--- config.mk ---
export PLATFORM = sky130hd
export DESIGN_NAME = l1_victim_wb_buffer
export DESIGN_NICKNAME = d
export VERILOG_FILES = /design/src/rtl/cache_params_pkg.sv /design/src/rtl/wb_line_match.sv /design/src/rtl/l1_victim_wb_buffer.sv
export SDC_FILE = /design/constraint.sdc
export NUM_CORES = 1
export LEC_CHECK = 0
export CORE_ASPECT_RATIO = 0.9
export CORE_MARGIN = 2
export CORE_UTILIZATION = 51
export CTS_CLUSTER_SIZE = 25
export DETAILED_ROUTE_END_ITERATION = 10
export HOLD_SLACK_MARGIN = 0.06
export PLACE_DENSITY = 0.78
export SLEW_MARGIN = 0
export SYNTH_ARGS = -nofsm -noshare
export SYNTH_HDL_FRONTEND = slang
export SYNTH_SLANG_ARGS = --single-unit
--- constraint.sdc ---
create_clock -name clk -period 3.6 [get_ports clk]
set_input_delay 0.36 -clock clk [delete_from_list [all_inputs] [get_ports clk]]
set_output_delay 0.36 -clock clk [all_outputs]
set_load 0.005 [all_outputs]
--- src/rtl/cache_params_pkg.sv ---
// Shared L1/L2 line geometry, drain state encoding and
// line address helper for the victim writeback path.
package cache_params_pkg;

  localparam int LINE_W  = 32;
  localparam int TAG_W   = 26;
  localparam int INDEX_W = 4;
  localparam int ADDR_W  = TAG_W + INDEX_W + 2;

  typedef enum logic [1:0] {
    IDLE,
    REQ,
    GAP
  } drain_state_t;

  function automatic logic [ADDR_W-1:0] line_addr(
    input logic [TAG_W-1:0]   tag,
    input logic [INDEX_W-1:0] index
  );
    return {tag, index, 2'b00};
  endfunction

endpackage

--- src/rtl/wb_line_match.sv ---
// Tag+index lookup across buffer entries; picks the youngest
// matching entry (furthest from head) as a one-hot select.
module wb_line_match #(
  parameter int DEPTH   = 4,
  parameter int TAG_W   = 26,
  parameter int INDEX_W = 4
) (
  input  logic [DEPTH-1:0]              valid,
  input  logic [DEPTH-1:0][TAG_W-1:0]   tags,
  input  logic [DEPTH-1:0][INDEX_W-1:0] idxs,
  input  logic [DEPTH-1:0]              mask,
  input  logic [$clog2(DEPTH)-1:0]      head,
  input  logic [TAG_W-1:0]              q_tag,
  input  logic [INDEX_W-1:0]            q_index,
  output logic [DEPTH-1:0]              sel,
  output logic                          hit
);

  localparam int PTR_W = $clog2(DEPTH);

  logic [DEPTH-1:0] match;

  always_comb begin
    match = '0;
    for (int i = 0; i < DEPTH; i++) begin
      match[i] = valid[i] && !mask[i]
              && (tags[i] == q_tag)
              && (idxs[i] == q_index);
    end
  end

  // walk from head toward tail; the last match seen is youngest
  always_comb begin
    sel = '0;
    for (int k = 0; k < DEPTH; k++) begin
      if (match[head + PTR_W'(k)]) begin
        sel = '0;
        sel[head + PTR_W'(k)] = 1'b1;
      end
    end
  end

  assign hit = |match;

endmodule

--- src/rtl/l1_victim_wb_buffer.sv ---
// L1 victim writeback buffer: drops clean victims, queues and
// coalesces dirty lines, drains to L2, serves snoop lookups.
module l1_victim_wb_buffer #(
  parameter int DEPTH   = 4,
  parameter int LINE_W  = cache_params_pkg::LINE_W,
  parameter int TAG_W   = cache_params_pkg::TAG_W,
  parameter int INDEX_W = cache_params_pkg::INDEX_W,
  parameter int ADDR_W  = cache_params_pkg::ADDR_W
) (
  input  logic                     clk,
  input  logic                     rst,
  input  logic                     evict_valid,
  output logic                     evict_ready,
  input  logic                     evict_dirty,
  input  logic [TAG_W-1:0]         evict_tag,
  input  logic [INDEX_W-1:0]       evict_index,
  input  logic [LINE_W-1:0]        evict_data,
  output logic                     wb_req,
  output logic [ADDR_W-1:0]        wb_addr,
  output logic [LINE_W-1:0]        wb_data,
  input  logic                     wb_ack,
  input  logic                     snoop_valid,
  input  logic [TAG_W-1:0]         snoop_tag,
  input  logic [INDEX_W-1:0]       snoop_index,
  output logic                     snoop_hit,
  output logic [LINE_W-1:0]        snoop_data,
  output logic [$clog2(DEPTH):0]   count,
  output logic                     empty,
  output logic                     full
);

  import cache_params_pkg::*;

  localparam int PTR_W = $clog2(DEPTH);
  localparam int CNT_W = PTR_W + 1;

  logic [DEPTH-1:0]              vld;
  logic [DEPTH-1:0][TAG_W-1:0]   tag_q;
  logic [DEPTH-1:0][INDEX_W-1:0] idx_q;
  logic [DEPTH-1:0][LINE_W-1:0]  data_q;
  logic [PTR_W-1:0]              head;
  logic [PTR_W-1:0]              tail;
  logic [CNT_W-1:0]              cnt;
  drain_state_t                  state;

  logic [DEPTH-1:0] head_mask;
  logic [DEPTH-1:0] co_sel;
  logic             co_hit;
  logic [DEPTH-1:0] sn_sel;
  logic             sn_hit;
  logic             push;
  logic             alloc;
  logic             merge;
  logic             pop;

  assign count       = cnt;
  assign empty       = (cnt == '0);
  assign full        = (cnt == CNT_W'(DEPTH));
  assign evict_ready = !full;

  assign push  = evict_valid && evict_dirty && evict_ready;
  assign alloc = push && !co_hit;
  assign merge = push && co_hit;
  assign pop   = (state == REQ) && wb_ack;

  // the in-flight head must not change under L2's feet
  assign head_mask = (state == REQ) ? (DEPTH'(1) << head) : '0;

  wb_line_match #(
    .DEPTH   (DEPTH),
    .TAG_W   (TAG_W),
    .INDEX_W (INDEX_W)
  ) u_co_match (
    .valid   (vld),
    .tags    (tag_q),
    .idxs    (idx_q),
    .mask    (head_mask),
    .head    (head),
    .q_tag   (evict_tag),
    .q_index (evict_index),
    .sel     (co_sel),
    .hit     (co_hit)
  );

  wb_line_match #(
    .DEPTH   (DEPTH),
    .TAG_W   (TAG_W),
    .INDEX_W (INDEX_W)
  ) u_sn_match (
    .valid   (vld),
    .tags    (tag_q),
    .idxs    (idx_q),
    .mask    ('0),
    .head    (head),
    .q_tag   (snoop_tag),
    .q_index (snoop_index),
    .sel     (sn_sel),
    .hit     (sn_hit)
  );

  always_ff @(posedge clk) begin
    if (rst) begin
      vld  <= '0;
      head <= '0;
      tail <= '0;
      cnt  <= '0;
    end else begin
      if (pop) begin
        vld[head] <= 1'b0;
        head      <= head + PTR_W'(1);
      end
      if (alloc) begin
        vld[tail] <= 1'b1;
        tail      <= tail + PTR_W'(1);
      end
      case ({alloc, pop})
        2'b10:   cnt <= cnt + CNT_W'(1);
        2'b01:   cnt <= cnt - CNT_W'(1);
        default: cnt <= cnt;
      endcase
    end
  end

  always_ff @(posedge clk) begin
    if (alloc) begin
      tag_q[tail]  <= evict_tag;
      idx_q[tail]  <= evict_index;
      data_q[tail] <= evict_data;
    end
    for (int i = 0; i < DEPTH; i++) begin
      if (merge && co_sel[i]) begin
        data_q[i] <= evict_data;
      end
    end
  end

  always_ff @(posedge clk) begin
    if (rst) begin
      state  <= IDLE;
      wb_req <= 1'b0;
    end else begin
      unique case (state)
        IDLE: begin
          if (!empty) begin
            state  <= REQ;
            wb_req <= 1'b1;
          end
        end
        REQ: begin
          if (wb_ack) begin
            state  <= GAP;
            wb_req <= 1'b0;
          end
        end
        GAP: begin
          state  <= IDLE;
          wb_req <= 1'b0;
        end
        default: begin
          state  <= IDLE;
          wb_req <= 1'b0;
        end
      endcase
    end
  end

  assign wb_addr = vld[head] ? line_addr(tag_q[head], idx_q[head]) : '0;
  assign wb_data = vld[head] ? data_q[head] : '0;

  assign snoop_hit = snoop_valid && sn_hit;

  always_comb begin
    snoop_data = '0;
    for (int i = 0; i < DEPTH; i++) begin
      if (snoop_valid && sn_sel[i]) begin
        snoop_data = snoop_data | data_q[i];
      end
    end
  end

endmodule

# [Word-level counts from Yosys, hierarchy flattened]
# Cells that the tools add are included.
# W data, S select, Z words.
[totals] output_inout_bits=104 in_bits=98 regBits=262
[classes] n_bitwise=6 eq_ne=22 addsub=6 shift=1 n_mux=73 reduce_logical=55 magnitude_cmp=10
[op_table] cell="$mux W32" n=12
[op_table] cell="$eq A26 B26 Y1" n=8
[op_table] cell="$bwmux W128" n=1
[op_table] cell="$mux W128" n=1
[op_table] cell="$bwmux W104" n=1
[op_table] cell="$or A32 B32 Y32" n=3
[op_table] cell="$bmux W32 S2" n=1
[op_table] cell="$demux W32 S2" n=1
[op_table] cell="$mux W4" n=14
[op_table] cell="$bmux W26 S2" n=1
[op_table] cell="$demux W26 S2" n=1
[op_table] cell="$mux W26" n=2
[op_table] cell="$logic_and A1 B1 Y1" n=39
[op_table] cell="$eq A4 B4 Y1" n=8
[op_table] cell="$bmux W1 S2" n=9
[op_table] cell="$bwmux W16" n=1
[op_table] cell="$mux W1" n=16
[op_table] cell="$lt A2 B3 Y1 const B" n=5
[op_table] cell="$demux W1 S2" n=5
[op_table] cell="$ge A2 B1 Y1 const B" n=5
[op_table] cell="$reduce_bool A2 Y1" n=5
[op_table] cell="$bmux W4 S2" n=1
[op_table] cell="$demux W4 S2" n=1
[op_table] cell="$reduce_or A4 Y1" n=2
[op_table] cell="other kinds (20)" n=30

# [Depth between registers and ports, before layout]
[depth] word_depth=17 depth_mapped=15

# [By module]
# A second synthesis with hierarchy kept.
[hier_totals] hier_cells=1253 area_unflattened_um2=16099.2
[by_module_without_submodules] module="l1_victim_wb_buffer" cells_per_inst=751 seq_area_each_um2=7707.4 area_per_inst_um2=11925.2 instances=1
[by_module_without_submodules] module="wb_line_match" cells_per_inst=251 seq_area_each_um2=0.0 area_per_inst_um2=2087.0 instances=2

# [Worst setup path after synthesis]
# OpenSTA, ideal clock, no wires.
[synth_path] kind="register -> register" from="reg head[1]" to="reg data_q[0] (netlist bit), enable pin" stages_incl_launch_ff=11 synth_period_minus_slack_ns=3.911 setup_slack_ns=-0.311 required_ns=3.206 n_path_buf=1 setup_time_ns=0.394 arrival_time_ns=3.517 path_cell_list="dfxtp_1 > clkbuf_1 > inv_1 > ha_1 > a2111oi_0 > and3_1 > mux4_2 > nand3_1 > a311o_1 > a21boi_2 > nand2b_1"
[synth_between] elab_chain_cells=14 elab_cells_between_ends=59
[synth_rtl] element="from (decl)" line_no="l1_victim_wb_buffer.sv:41" rtl="logic [PTR_W-1:0] head;"
[synth_rtl] element="from (signal assigned)" line_no="l1_victim_wb_buffer.sv:110" rtl="head <= head + PTR_W'(1);"
[synth_rtl] element="parallel branches: the longest is 13 deep, another holds $lt A2 B3 Y1"
[synth_rtl] element="$reduce_bool A2 Y1 (no source line) (*)"
[synth_rtl] element="to (signal, indexed assignment)" line_no="l1_victim_wb_buffer.sv:128" rtl="data_q[tail] <= evict_data;"
[synth_rtl] element="to (signal, indexed assignment)" line_no="l1_victim_wb_buffer.sv:132" rtl="data_q[i] <= evict_data;"
[synth_rtl] element="to (decl)" line_no="l1_victim_wb_buffer.sv:40" rtl="logic [DEPTH-1:0][LINE_W-1:0] data_q;"
# Mark *: on every way between the ends. The select of a mux whose other input is x is not followed.
# A chain may end at the register's enable or synchronous reset.

# [Final worst setup path]
[layout_path] from="reg idx_q[8] (netlist bit)" to="out snoop_data[13]"
[layout_between] elab_chain_cells=16 elab_cells_between_ends=25
[layout_rtl] element="from (decl)" line_no="l1_victim_wb_buffer.sv:39" rtl="logic [DEPTH-1:0][INDEX_W-1:0] idx_q;"
[layout_rtl] element="from (signal, indexed assignment)" line_no="l1_victim_wb_buffer.sv:127" rtl="idx_q[tail] <= evict_index;"
[layout_rtl] element="$eq A4 B4 Y1 (*)" line_no="wb_line_match.sv:28" rtl="&& (idxs[i] == q_index);"
[layout_rtl] element="$logic_and A1 B1 Y1 (*)" line_no="wb_line_match.sv:28"
[layout_rtl] element="$bmux W1 S2" line_no="wb_line_match.sv:36" rtl="if (match[head + PTR_W'(k)]) begin"
[layout_rtl] element="$mux W1 (not written as such)" line_no="wb_line_match.sv:36"
[layout_rtl] element="$mux W4 (3 in a row)" line_no="wb_line_match.sv:36"
[layout_rtl] element="$mux W4 (*)" line_no="wb_line_match.sv:36"
[layout_rtl] element="$logic_and A1 B1 Y1" line_no="l1_victim_wb_buffer.sv:175" rtl="if (snoop_valid && sn_sel[i]) begin"
[layout_rtl] element="$mux W32" line_no="l1_victim_wb_buffer.sv:175"
[layout_rtl] element="$or A32 B32 Y32" line_no="l1_victim_wb_buffer.sv:176" rtl="snoop_data = snoop_data | data_q[i];"
[layout_rtl] element="$mux W32" line_no="l1_victim_wb_buffer.sv:175"
[layout_rtl] element="$or A32 B32 Y32" line_no="l1_victim_wb_buffer.sv:176"
[layout_rtl] element="$mux W32" line_no="l1_victim_wb_buffer.sv:175"
[layout_rtl] element="$or A32 B32 Y32" line_no="l1_victim_wb_buffer.sv:176"
[layout_rtl] element="$mux W32 (*)" line_no="l1_victim_wb_buffer.sv:175"
[layout_rtl] element="to (decl)" line_no="l1_victim_wb_buffer.sv:26" rtl="output logic [LINE_W-1:0] snoop_data,"
# Every way passes the cells marked *; elsewhere a longest branch is shown, timed or not. The select of a mux whose other input is x is not followed.

==> results.py <==
metrics = {
    "setup_path": {
        "critical_path_arrival_ps": 3960,
        "crit_chain": "xnor2_2, nand4_1, nor4_2, nand4_1, buf_4, mux4_2, buf_6, nand3b_1, o2111ai_1, o2111a_2, buf_6, a22oi_1, nand2_1, buf_2",
        "worstReg2RegEnd": "data_q[60]$_DFFE_PP_",
        "critPathLaunchType": "register",
        "cp_num_buf_inv": 4,
        "critPathCaptureType": "primary output",
        "cp_max_fo": 8,
        "r2r_cells": 14,
        "worst_path_largest_cell_delay_ps": 540,
        "critPathTopFamily": "simple AND/OR/NAND/NOR gates",
        "criticalPathCategory": "reg2out",
        "r2r_start": "tag_q[56]$_DFFE_PP_",
        "required_ps": 3240,
        "rrSetupSlack_ps": -190,
        "cp_slowest_cell": "mux4_2",
    },
    "placement": {
        "portBuffers": 199,
        "hpwl_um": 34400,
        "dpl.cell_count": 1985,
        "place.gp.congestion": 1.00,
    },
    "yosys": {
        "yosys_most_used_dff": "edfxtp_1",
        "ys_seq_elements": 261,
        "seq_area_frac_synth_pct": 51.0,
        "yosysUniqueCellTypes": 53,
        "synthTopCellsByCount": "edfxtp_1 (248), xnor2_1 (193), nor2b_1 (192)",
        "synth_top_area_share_pct": 49.2,
        "yosys-top-cells-area": "edfxtp_1 (49%), xnor2_1 (11%), mux4_2 (10%), nor2b_1 (7.9%), a22oi_1 (3.2%)",
        "yosysWarningCount": 0,
        "yosysMostFrequentCell": "edfxtp_1",
        "yosysTopAreaCell": "edfxtp_1",
        "syn_area_per_cell_um2": 12.7,
        "synth_area_um2": 15100,
        "synth_edf_count": 248,
        "synth_cells": 1191,
        "async_flop_share_pct": 0,
    },
    "grt": {
        "antenna_found_initial": 4,
        "overflow": 0,
        "grtUsageTotal_pct": 31.8,
        "grt_pass1_wl_um": 72900,
        "grt_start_max_net_pins": 44,
        "grt_pass1_vias": 12000,
    },
    "routing": {
        "drcViolationCount": 0,
        "totalWireLength_um": 54800,
        "drtAntennaViolNets": 0,
        "post_drt_wl_per_cell_um": 26.3,
        "via_count": 12500,
        "detail_route.vias_per_cell": 6.01,
        "drt-initial-drc-count": 1505,
        "first_pass_iters": 5,
    },
    "clock_tree": {
        "clock_path_buffers": 3,
        "cts_inserted_buffers": 29,
        "hold_buffers": 0,
        "h-tree-depth": 1,
        "cts_tree": "yes",
        "clockRootBuffer": "clkbuf_16",
        "cts.sinks": 261,
        "worstSkewPairLatency_ps": 560,
        "path_clk_slew_ps": 60,
    },
    "die": {
        "io-pin-count": 202,
        "die_area_um2": 31000,
        "die_h_um": 167,
        "core_area_um2": 29000,
        "die_w_um": 186,
        "initial_core_util_pct": 52.1,
        "fp-row-count": 59,
    },
    "power": {
        "powerDensity_nw_per_um2": 375,
        "swShare_pct": 26.8,
        "clockPowerShare_pct": 34.5,
        "intPower_mw": 6.02,
        "comb_power_share_pct": 22.9,
        "ir_drop_mv": 0.370,
        "leakagePower_nw": 7.90,
        "p_switching_mw": 2.21,
        "power_frac_seq_pct": 42.6,
    },
    "run_status": {
        "violations": "negative setup slack",
        "status": "finished, violations left",
    },
    "hold_path": {
        "hp-class": "in2reg",
        "whs_endpoint": "state[0]$_SDFFE_PP0P_",
        "min_path_cells": 2,
        "hp-start": "wb_ack",
    },
    "timing": {
        "skew_ps": 16.3,
        "fin_crit_sh_pct": 120,
        "slew_headroom_pct": 59.1,
        "tightest_slew_ps": 614,
        "setup_viol": 186,
        "fin_ws_ps": -720,
        "timing.setup.tns_ps": -34900,
        "timing.fmax_mhz": 231,
        "hold_violations": 0,
        "period_needed_ps": 4320,
        "rsz0062_at_grt": "true",
        "finalMaxSlewViolations": 0,
    },
    "cells_and_area": {
        "num-fill-cells": 1754,
        "fin_cells": 2082,
        "nNetsFinal": 1775,
        "drive_gt1_share_pct": 36.4,
        "regArea_um2": 7710,
        "synthToLayoutAreaGrowth_pct": 45.2,
        "multi_input_area_um2": 7830,
    },
    "job": {
        "maxCapViolCount": 0,
    },
}
final cells by class:
class,instances,area share [%]
Tap cell,396,2.26
Antenna cell,4,0.0456
Timing Repair Buffer,525,22.6
Clock buffer,35,3.41
Multi-Input combinational cell,826,35.7
Clock inverter,15,0.587
Inverter,20,0.342
Sequential cell,261,35.1
cell usage in the layout, fill, tap and decap left out, types with 4 or more instances in the layout:
| cell | synthesis | routed |
|---|---|---|
| clkbuf_16 | 0 | 44 |
| dfxtp_1 | 13 | 11 |
| diode_2 | 0 | 4 |
| nand4_1 | 50 | 50 |
| mux4_2 | 67 | 67 |
| buf_4 | 5 | 271 |
| nand2_1 | 61 | 59 |
| nor2b_1 | 192 | 139 |
| clkinv_1 | 0 | 5 |
| buf_2 | 13 | 31 |
| clkdlybuf4s50_1 | 0 | 165 |
| edfxtp_1 | 248 | 248 |
| nor2b_4 | 0 | 53 |
| nand3_2 | 0 | 4 |
| xnor2_2 | 0 | 12 |
| nor3_1 | 5 | 5 |
| a21oi_1 | 7 | 7 |
| a22oi_1 | 64 | 31 |
| inv_1 | 19 | 19 |
| buf_6 | 6 | 10 |
| clkinv_2 | 0 | 5 |
| xnor2_1 | 193 | 181 |
| nand3b_1 | 4 | 4 |
| nor4_2 | 0 | 10 |
| clkbuf_1 | 54 | 6 |
| buf_12 | 0 | 24 |
| o21ai_1 | 4 | 4 |
| ha_1 | 13 | 13 |
| nor4_1 | 23 | 12 |
| nor2_1 | 15 | 15 |
| o211ai_1 | 4 | 4 |
| nand3_1 | 15 | 11 |
| a22oi_2 | 0 | 33 |
| xor2_1 | 51 | 49 |
| mux2i_1 | 7 | 5 |
cell families after synthesis:
| group | synth area share [%] |
|---|---|
| other | 0.0248 |
| DFF | 51.0 |
| and+or+nand+nor | 14.8 |
| muxes | 10.7 |
| AOI/OAI and AO/OA | 5.08 |
| xor gates and xnor gates | 14.1 |
| adders and majority gates | 1.21 |
| buffers and inverters | 3.14 |
registers in the layout, indices dropped and copies added, names as in the netlist:
register  cells
data_q      128
tag_q       104
idx_q        16
vld           4
count         3
head          2
state         2
tail          2
worst register-to-register path, stage by stage (launching register included):
cell and delay, ps:
edfxtp_1 410, buf_6 150, xor2_2 140, nor4_1 280
buf_4 180, nand4_1 160, or4_1 550, mux4_2 560
nand3_2 100, a311o_1 170, a21boi_2 60, buf_4 140
nor2_4 300, clkbuf_16 280, nor2b_1 60
timing repair:
item | in CTS | in global routing
pin swaps | 27 | 55
buffers inserted | 10 | 10
gates cloned | 4 | 23
endpoints found under the hold margin | 0 | 0
resized for setup | 163 | 164
setup endpoints to repair | 94 | 287
routing by layer:
metal  global-route usage [%]  share of wire [%]
met2                     49.6                 45
met4                     8.66                3.8
met1                     44.6                 38
met3                     7.96                 13
met5                        0                  0
metrics by stage:
step / instance area (um^2) / setup WS, ps / hold WS [ps] / util, % / total power, mW
2_1_floorplan: 15100 / 26.9 / 413 / - / 4.41
3_3_place_gp: 19600 / -831 / 433 / 67.6 / 5.20
3_5_place_dp: 19600 / -912 / 450 / 67.6 / 5.22
4_1_cts: 20700 / -633 / 435 / 71.3 / 8.02
5_1_grt: 22000 / -843 / 454 / 75.7 / 8.45
6_report: 22000 / -720 / 445 / 75.7 / 8.23
power by group through the flow:
| stage | Clock, mW | Combinational, mW | Sequential [mW] |
|---|---|---|---|
| final | 2.84 | 1.89 | 3.51 |
| after floorplan | 0 | 0.857 | 3.55 |
| after global routing | 2.96 | 1.97 | 3.51 |
| after detailed placement | 0 | 1.66 | 3.56 |
| after global placement | 0 | 1.64 | 3.56 |
| after CTS | 2.83 | 1.68 | 3.50 |
worst max-delay path by stage:
| stage | startpoint | to | slack [ps] | depth (start not counted) |
|---|---|---|---|---|
| 2_1_floorplan | head[1]$_SDFFE_PP0P_ | data_q[100]$_DFFE_PP_ | 30 | 10 |
| 3_3_place_gp | snoop_tag[20] | snoop_data[0] | -830 | 13 |
| 3_5_place_dp | snoop_tag[20] | snoop_data[16] | -910 | 14 |
| 4_1_cts | tag_q[31]$_DFFE_PP_ | snoop_data[29] | -630 | 14 |
| 5_1_grt | idx_q[8]$_DFFE_PP_ | snoop_data[13] | -840 | 14 |
| 6_report | idx_q[8]$_DFFE_PP_ | snoop_data[13] | -720 | 14 |
Power figures use the tool's default switching activity.
